### config.mk
export PLATFORM = sky130hd
export DESIGN_NAME = alu4_result_collector
export DESIGN_NICKNAME = d
export VERILOG_FILES = /design/src/rtl/alu4_result_collector.sv
export SDC_FILE = /design/constraint.sdc
export NUM_CORES = 1
export LEC_CHECK = 0
export ABC_CLOCK_PERIOD_IN_PS = 4100
export CORE_MARGIN = 10
export CORE_UTILIZATION = 30
export DETAILED_ROUTE_END_ITERATION = 10
export PLACE_DENSITY = 0.49
export SLEW_MARGIN = 15
export SYNTH_ARGS = -nofsm -noshare
export SYNTH_HDL_FRONTEND = slang
export SYNTH_SLANG_ARGS = --single-unit
### constraint.sdc
create_clock -name clk -period 4.1 [get_ports clk]
set_clock_uncertainty 0.05 [all_clocks]
set_input_delay 0.82 -clock clk [delete_from_list [all_inputs] [get_ports clk]]
set_output_delay 0.82 -clock clk [all_outputs]
set_load 0.05 [all_outputs]
### src/rtl/alu4_result_collector.sv
// alu4_result_collector
// Collects per-nibble outputs of the 4-bit ALU slice into one wide word.
// Each nibble carries 4 result bits and 4 flag bits. The word is built LSB
// nibble first and handed to a consumer through a single-entry output register.
//
// State table:
//   IDLE  | no word in progress, waiting for an sop nibble
//   ACCUM | word in progress, idx_q is the next nibble position
//   HOLD  | completed word held in output register until out_ready
//
// Ports:
//   clk, rst_n         clock (rising edge), async active-low reset
//   in_valid/in_ready  nibble handshake
//   in_sop             nibble is nibble 0 of a new word
//   in_res, in_flg     ALU result and flag nibbles
//   out_valid/ready    assembled word handshake
//   out_word           assembled word, nibble 0 in bits [3:0]
//   out_flg_last       flags of the most significant nibble
//   out_flg_any        OR of all flag nibbles of the word
//   out_zero           out_word == 0, registered with the word
//   err_cnt            saturating count of dropped or orphaned nibbles/words
module alu4_result_collector #(
  parameter int NIBBLES = 4,
  parameter int CNT_W   = 8
) (
  input  logic                 clk,
  input  logic                 rst_n,
  input  logic                 in_valid,
  output logic                 in_ready,
  input  logic                 in_sop,
  input  logic [3:0]           in_res,
  input  logic [3:0]           in_flg,
  output logic                 out_valid,
  input  logic                 out_ready,
  output logic [4*NIBBLES-1:0] out_word,
  output logic [3:0]           out_flg_last,
  output logic [3:0]           out_flg_any,
  output logic                 out_zero,
  output logic [CNT_W-1:0]     err_cnt
);

  localparam int W     = 4 * NIBBLES;
  localparam int IDX_W = $clog2(NIBBLES);

  localparam logic [1:0] IDLE  = 2'd0;
  localparam logic [1:0] ACCUM = 2'd1;
  localparam logic [1:0] HOLD  = 2'd2;

  localparam logic [IDX_W-1:0] LAST_IDX = IDX_W'(NIBBLES - 1);

  logic [1:0]       state_q, state_d;
  logic [IDX_W-1:0] idx_q, idx_d;
  logic [W-1:0]     acc_q, acc_d;
  logic [3:0]       flg_acc_q, flg_acc_d;
  logic [W-1:0]     out_word_q, out_word_d;
  logic [3:0]       out_flg_last_q, out_flg_last_d;
  logic [3:0]       out_flg_any_q, out_flg_any_d;
  logic             out_zero_q, out_zero_d;
  logic [CNT_W-1:0] err_cnt_q, err_cnt_d;

  logic         accept;
  logic         err_inc;
  logic [W-1:0] word_full;
  logic [3:0]   flg_full;

  assign in_ready = (state_q != HOLD) | out_ready;
  assign accept   = in_valid & in_ready;

  always_comb begin
    state_d        = state_q;
    idx_d          = idx_q;
    acc_d          = acc_q;
    flg_acc_d      = flg_acc_q;
    out_word_d     = out_word_q;
    out_flg_last_d = out_flg_last_q;
    out_flg_any_d  = out_flg_any_q;
    out_zero_d     = out_zero_q;
    err_cnt_d      = err_cnt_q;
    err_inc        = 1'b0;

    // Accumulator with the incoming nibble merged in; only consumed on accept,
    // so undriven data outside a handshake never reaches a flop.
    word_full                   = acc_q;
    word_full[{idx_q, 2'b00} +: 4] = in_res;
    flg_full                    = flg_acc_q | in_flg;

    // Handoff frees the output register; a same-cycle nibble is then
    // treated exactly as in IDLE.
    if (state_q == HOLD && out_ready) begin
      state_d = IDLE;
    end

    if (accept) begin
      if (in_sop) begin
        if (state_q == ACCUM) begin
          err_inc = 1'b1;
        end
        state_d   = ACCUM;
        idx_d     = IDX_W'(1);
        acc_d     = W'(in_res);
        flg_acc_d = in_flg;
      end else if (state_q == ACCUM) begin
        acc_d     = word_full;
        flg_acc_d = flg_full;
        if (idx_q == LAST_IDX) begin
          out_word_d     = word_full;
          out_flg_last_d = in_flg;
          out_flg_any_d  = flg_full;
          out_zero_d     = (word_full == '0);
          idx_d          = '0;
          state_d        = HOLD;
        end else begin
          idx_d = idx_q + IDX_W'(1);
        end
      end else begin
        err_inc = 1'b1;
      end
    end

    if (err_inc && (err_cnt_q != '1)) begin
      err_cnt_d = err_cnt_q + CNT_W'(1);
    end
  end

  always_ff @(posedge clk or negedge rst_n) begin
    if (!rst_n) begin
      state_q        <= IDLE;
      idx_q          <= '0;
      acc_q          <= '0;
      flg_acc_q      <= '0;
      out_word_q     <= '0;
      out_flg_last_q <= '0;
      out_flg_any_q  <= '0;
      out_zero_q     <= 1'b1;
      err_cnt_q      <= '0;
    end else begin
      state_q        <= state_d;
      idx_q          <= idx_d;
      acc_q          <= acc_d;
      flg_acc_q      <= flg_acc_d;
      out_word_q     <= out_word_d;
      out_flg_last_q <= out_flg_last_d;
      out_flg_any_q  <= out_flg_any_d;
      out_zero_q     <= out_zero_d;
      err_cnt_q      <= err_cnt_d;
    end
  end

  assign out_valid    = (state_q == HOLD);
  assign out_word     = out_word_q;
  assign out_flg_last = out_flg_last_q;
  assign out_flg_any  = out_flg_any_q;
  assign out_zero     = out_zero_q;
  assign err_cnt      = err_cnt_q;

endmodule

# Word-level counts from Yosys, hierarchy flattened

Index checks and enable logic that the tools add are counted.

Add/sub/neg operators: 3
Equal/unequal tests: 5
Shifts and indexed selects: 2
Multiplexer cells: 17
Bitwise logic cells: 4
Reductions and logical operators: 6

Operator list:

| operator               | number |
|---|---|
| $mux 16                | 2 |
| $bwmux 16              | 1 |
| $logic_not 16->1       | 1 |
| $mux 2                 | 8 |
| $shift 4x6->16 const A | 1 |
| $shiftx 4x6->16        | 1 |
| $add 8x1->8 const B    | 1 |
| $mux 4                 | 2 |
| $ne 8x8->1 const B     | 1 |
| $neg 4->6              | 1 |
| $eq 2x2->1 const B     | 2 |
| $mux 1                 | 4 |
| $or 4x4->4             | 1 |
| $reduce_and 4->1       | 1 |
| $add 2x1->2 const B    | 1 |
| $eq 2x1->1 const B     | 1 |
| $logic_and 1x1->1      | 2 |
| $ne 2x2->1 const B     | 1 |
| $reduce_and 2->1       | 1 |
| $reduce_bool 2->1      | 1 |
| $and 1x1->1            | 1 |
| $not 1->1              | 1 |
| $or 1x1->1             | 1 |

Register bits: 57

# Logic depth before layout (Yosys ltp)

Depth in word-level cells: 7
Depth in mapped cells: 8

# Worst setup path before layout

No wires, ideal clock.

Kind: input-to-reg
Start point: input in_sop
End point: register err_cnt_q[1] (netlist: err_cnt[1])
Library setup time: 127 ps
Arrival: 2,215 ps
Data required time: 3,923 ps
Path slack: 1,708 ps
Cell stages on the path: 5
Path through: clkbuf_1 -> inv_1 -> ha_1 -> a311oi_4 -> mux2_1

Word-level cells in the longest chain between the ends: 3

RTL lines:

| what                 | RTL line | source |
|---|---|---|
| start, declared      | 30       | `input logic in_sop,` |
| $mux 1               | 94       | `if (in_sop) begin` |
| $mux 1               | 93       | `if (accept) begin` |
| $logic_and 1x1->1    | 120      | `if (err_inc && (err_cnt_q != '1)) begin` |
| end signal, assigned | 145      | `err_cnt_q <= err_cnt_d;` |
| end, declared        | 59       | `logic [CNT_W-1:0] err_cnt_q, err_cnt_d;` |

Every way passes these cells.
A chain may end at the register's enable or synchronous reset.

# Worst setup path in the final report

Start point: input out_ready
End point: output in_ready

Word-level cells in the longest chain between the ends: 1

RTL lines:

| what            | RTL line | source |
|---|---|---|
| start, declared | 34       | `input logic out_ready,` |
| $or 1x1->1      | 66       | `assign in_ready = (state_q != HOLD) \| out_ready;` |
| end, declared   | 29       | `output logic in_ready,` |

Every way passes these cells.

==> flow_summary.ini <==
[floorplan]
fp.dieW_um = 114
io_pins = 48
initial_utilization = 0.306
core_mm2 = 0.00864
die_y_um = 114
num_rows = 34
dieArea_mm2 = 0.0130

[worst_setup_path]
r2r_start = idx_q[0]
critical_path.startpoint = out_ready
cp-end-kind = output port
crit_arrival_ns = 2.35
crit_path_max_fanout = 3
cp.required_ns = 3.23
cp-start-kind = primary input
reg2reg_depth = 7
r2r_end = out_zero
crit_type = in2out
r2r_slack_ns = 1.85

[timing]
slew_viol_final = 0
relSlewSlack = 0.336
fin_crit_sh = 0.785
final-hold-violation-count = 0
period_needed_ns = 3.22
max_freq_mhz = 311
worst_slack_ns = 0.880
setup_violations = 0
setup_tns_ns = 0
tightest_slew_ns = 0.997
rsz0062_at_grt = false

[power]
sw_frac_of_total = 0.436
power.net_switching_w = 0.00117
p_seq_frac = 0.332
irDropWorstVdd_v = 0.000409
power_frac_comb = 0.465
power.density_mw_per_mm2 = 784
p_leak_nw = 1.48
p_clk_frac = 0.203
internal-power_w = 0.00151

[synth]
synth_cells = 263
yosys_most_used_dff = dfrtp_1
synth.most_common_cell = dfrtp_1
synthXorXnorAreaFrac = 0.0232
async_flop_share = 1.00
synth.distinct_cells = 36
syn_nets = 284
synth.largest_area_cell = dfrtp_1
synth-simple-area-share = 0.198
synth_top_area_frac = 0.530
netlist_top_cells_count = dfrtp_1 (56), nand2_1 (54), nor2b_1 (22)
synth-seq-cells = 57
yosys_warnings = 0
syn_avg_cell_area_um2 = 10.1
ys_seq_area_frac = 0.539
synth-compound-area-share = 0.171
muxShareOfSynthArea = 0.00426
synthAdderAreaFrac = 0.0378
synth_top_family_by_area = simple AND/OR/NAND/NOR gates
synth-edff-count = 0
syn_area_mm2 = 0.00265
synth_area_leaders = dfrtp_1 (53%), nand2_1 (7.7%), nor2b_1 (5.2%)

[global_routing]
track_usage = 0.0990
gr-total-overflow = 0
first_global_vias = 2018
grt_max_degree = 44
antenna_found_initial = 0
grt_pass1_wl_um = 10500

[detailed_routing]
drc = 0
routed-via-count = 2011
drt-pass1-iter-count = 4
wirelength_um = 6370
post_drt_wl_per_cell_um = 14.9
ant_nets = 0
drtIter0Drc = 71
drt-vias-per-instance = 4.71

[clocking]
cts_setup_buffers = 0
cts.sinks = 57
path_clk_slew_ns = 0.06
cts_buffers = 9
hold_buffers = 0
htreeDepth = 3
cts_resized = 0
insertion_delay_ns = 0.33
cts_max_path_buffers = 2
cts_root_buf = clkbuf_8
tritoncts = yes

[placed_design]
place_congestion = 0.754
io_buffers = 47
place_inst = 411
dp_hpwl_um = 4510
dp_slack_ns = 0.879
postPlaceCellArea_mm2 = 0.00322

[final_layout]
num_antenna_cells = 0
drive_gt1_frac = 0.0784
area.growth.synth_to_final_pct = 29.4
final_nets = 335
nFillCells = 881
stdcell_count = 427
final_cell_area_mm2 = 0.00342
post-route-util = 0.396

[worst_hold_path]
hold_class = reg2reg
min_to = acc_q[12]
min_from = acc_q[12]
min_path_cells = 2

[run]
maxCapViolations = 0

[run_status]
status = finished clean
==> kinds of logic after synthesis <==
group,Yosys count
buf+inv,14
xor+xnor,7
flops,57
fa+ha+maj,8
simple gates,107
compound gates,69
mux,1
==> state kept, by name, indices dropped and copies added, names as in the netlist <==
register      cells
acc_q            16
out_word         16
err_cnt           8
flg_acc_q         4
out_flg_any       4
out_flg_last      4
idx_q             2
state_q           2
out_zero          1
==> placed cells by master (no fill, tap or decap), types with 2 or more instances in the layout <==
master / n
clkbuf_8: 12
nand4_1: 6
ha_1: 8
xnor2_1: 6
clkbuf_1: 2
o31ai_1: 12
a21oi_1: 8
o21ai_1: 11
nand2b_1: 2
a22o_1: 9
clkdlybuf4s50_1: 46
a31oi_1: 12
and3_1: 2
buf_4: 3
nand2_1: 54
nor2_1: 10
nor2b_1: 22
dfrtp_1: 56
o21ai_0: 13
nor3_1: 2
inv_1: 4
==> layout make-up <==
class	instances	area, um^2	area share
inverters	4	15.0	0.00439
repair buffers	50	488	0.143
multi-input cells	192	1150	0.336
clock buffers	14	173	0.0504
clock inverters	2	35.0	0.0102
flip-flops and latches	57	1430	0.417
well taps	108	135	0.0395
==> metal layers <==
layer | track usage | wire length (um) | vias up
met5 | 0 | 0 | -
met4 | 0.0426 | 87 | 0
met3 | 0.0352 | 441 | 10
met2 | 0.137 | 2660 | 48
met1 | 0.135 | 3180 | 928
li1 | - | - | 1025
==> power groups by stage <==
stage          Combinational [W]  Sequential [W]  Clock, W
2_1_floorplan           0.000479         0.00128         0
3_3_place_gp             0.00126        0.000900         0
3_5_place_dp             0.00126        0.000901         0
4_1_cts                  0.00127        0.000893  0.000568
5_1_grt                  0.00135        0.000920  0.000593
6_report                 0.00125        0.000891  0.000545
==> worst max-delay path by stage <==
stage	endpoint	cells after the start
3_3_place_gp	in_ready	3
6_report	in_ready	3
3_5_place_dp	in_ready	3
5_1_grt	in_ready	3
4_1_cts	in_ready	3
2_1_floorplan	err_cnt[1]	5
==> critical path, stage by stage <==
cell and delay (ns):
clkdlybuf4s50_1 0.41, or3b_1 0.39, clkdlybuf4s50_1 0.73
==> metrics by stage <==
step           total power, W  hold slack, ns
2_1_floorplan         0.00176           0.390
3_3_place_gp          0.00216           0.403
3_5_place_dp          0.00217           0.409
4_1_cts               0.00273           0.424
5_1_grt               0.00286           0.445
6_report              0.00268           0.420
No activity file was read; power rests on OpenSTA's default activity.
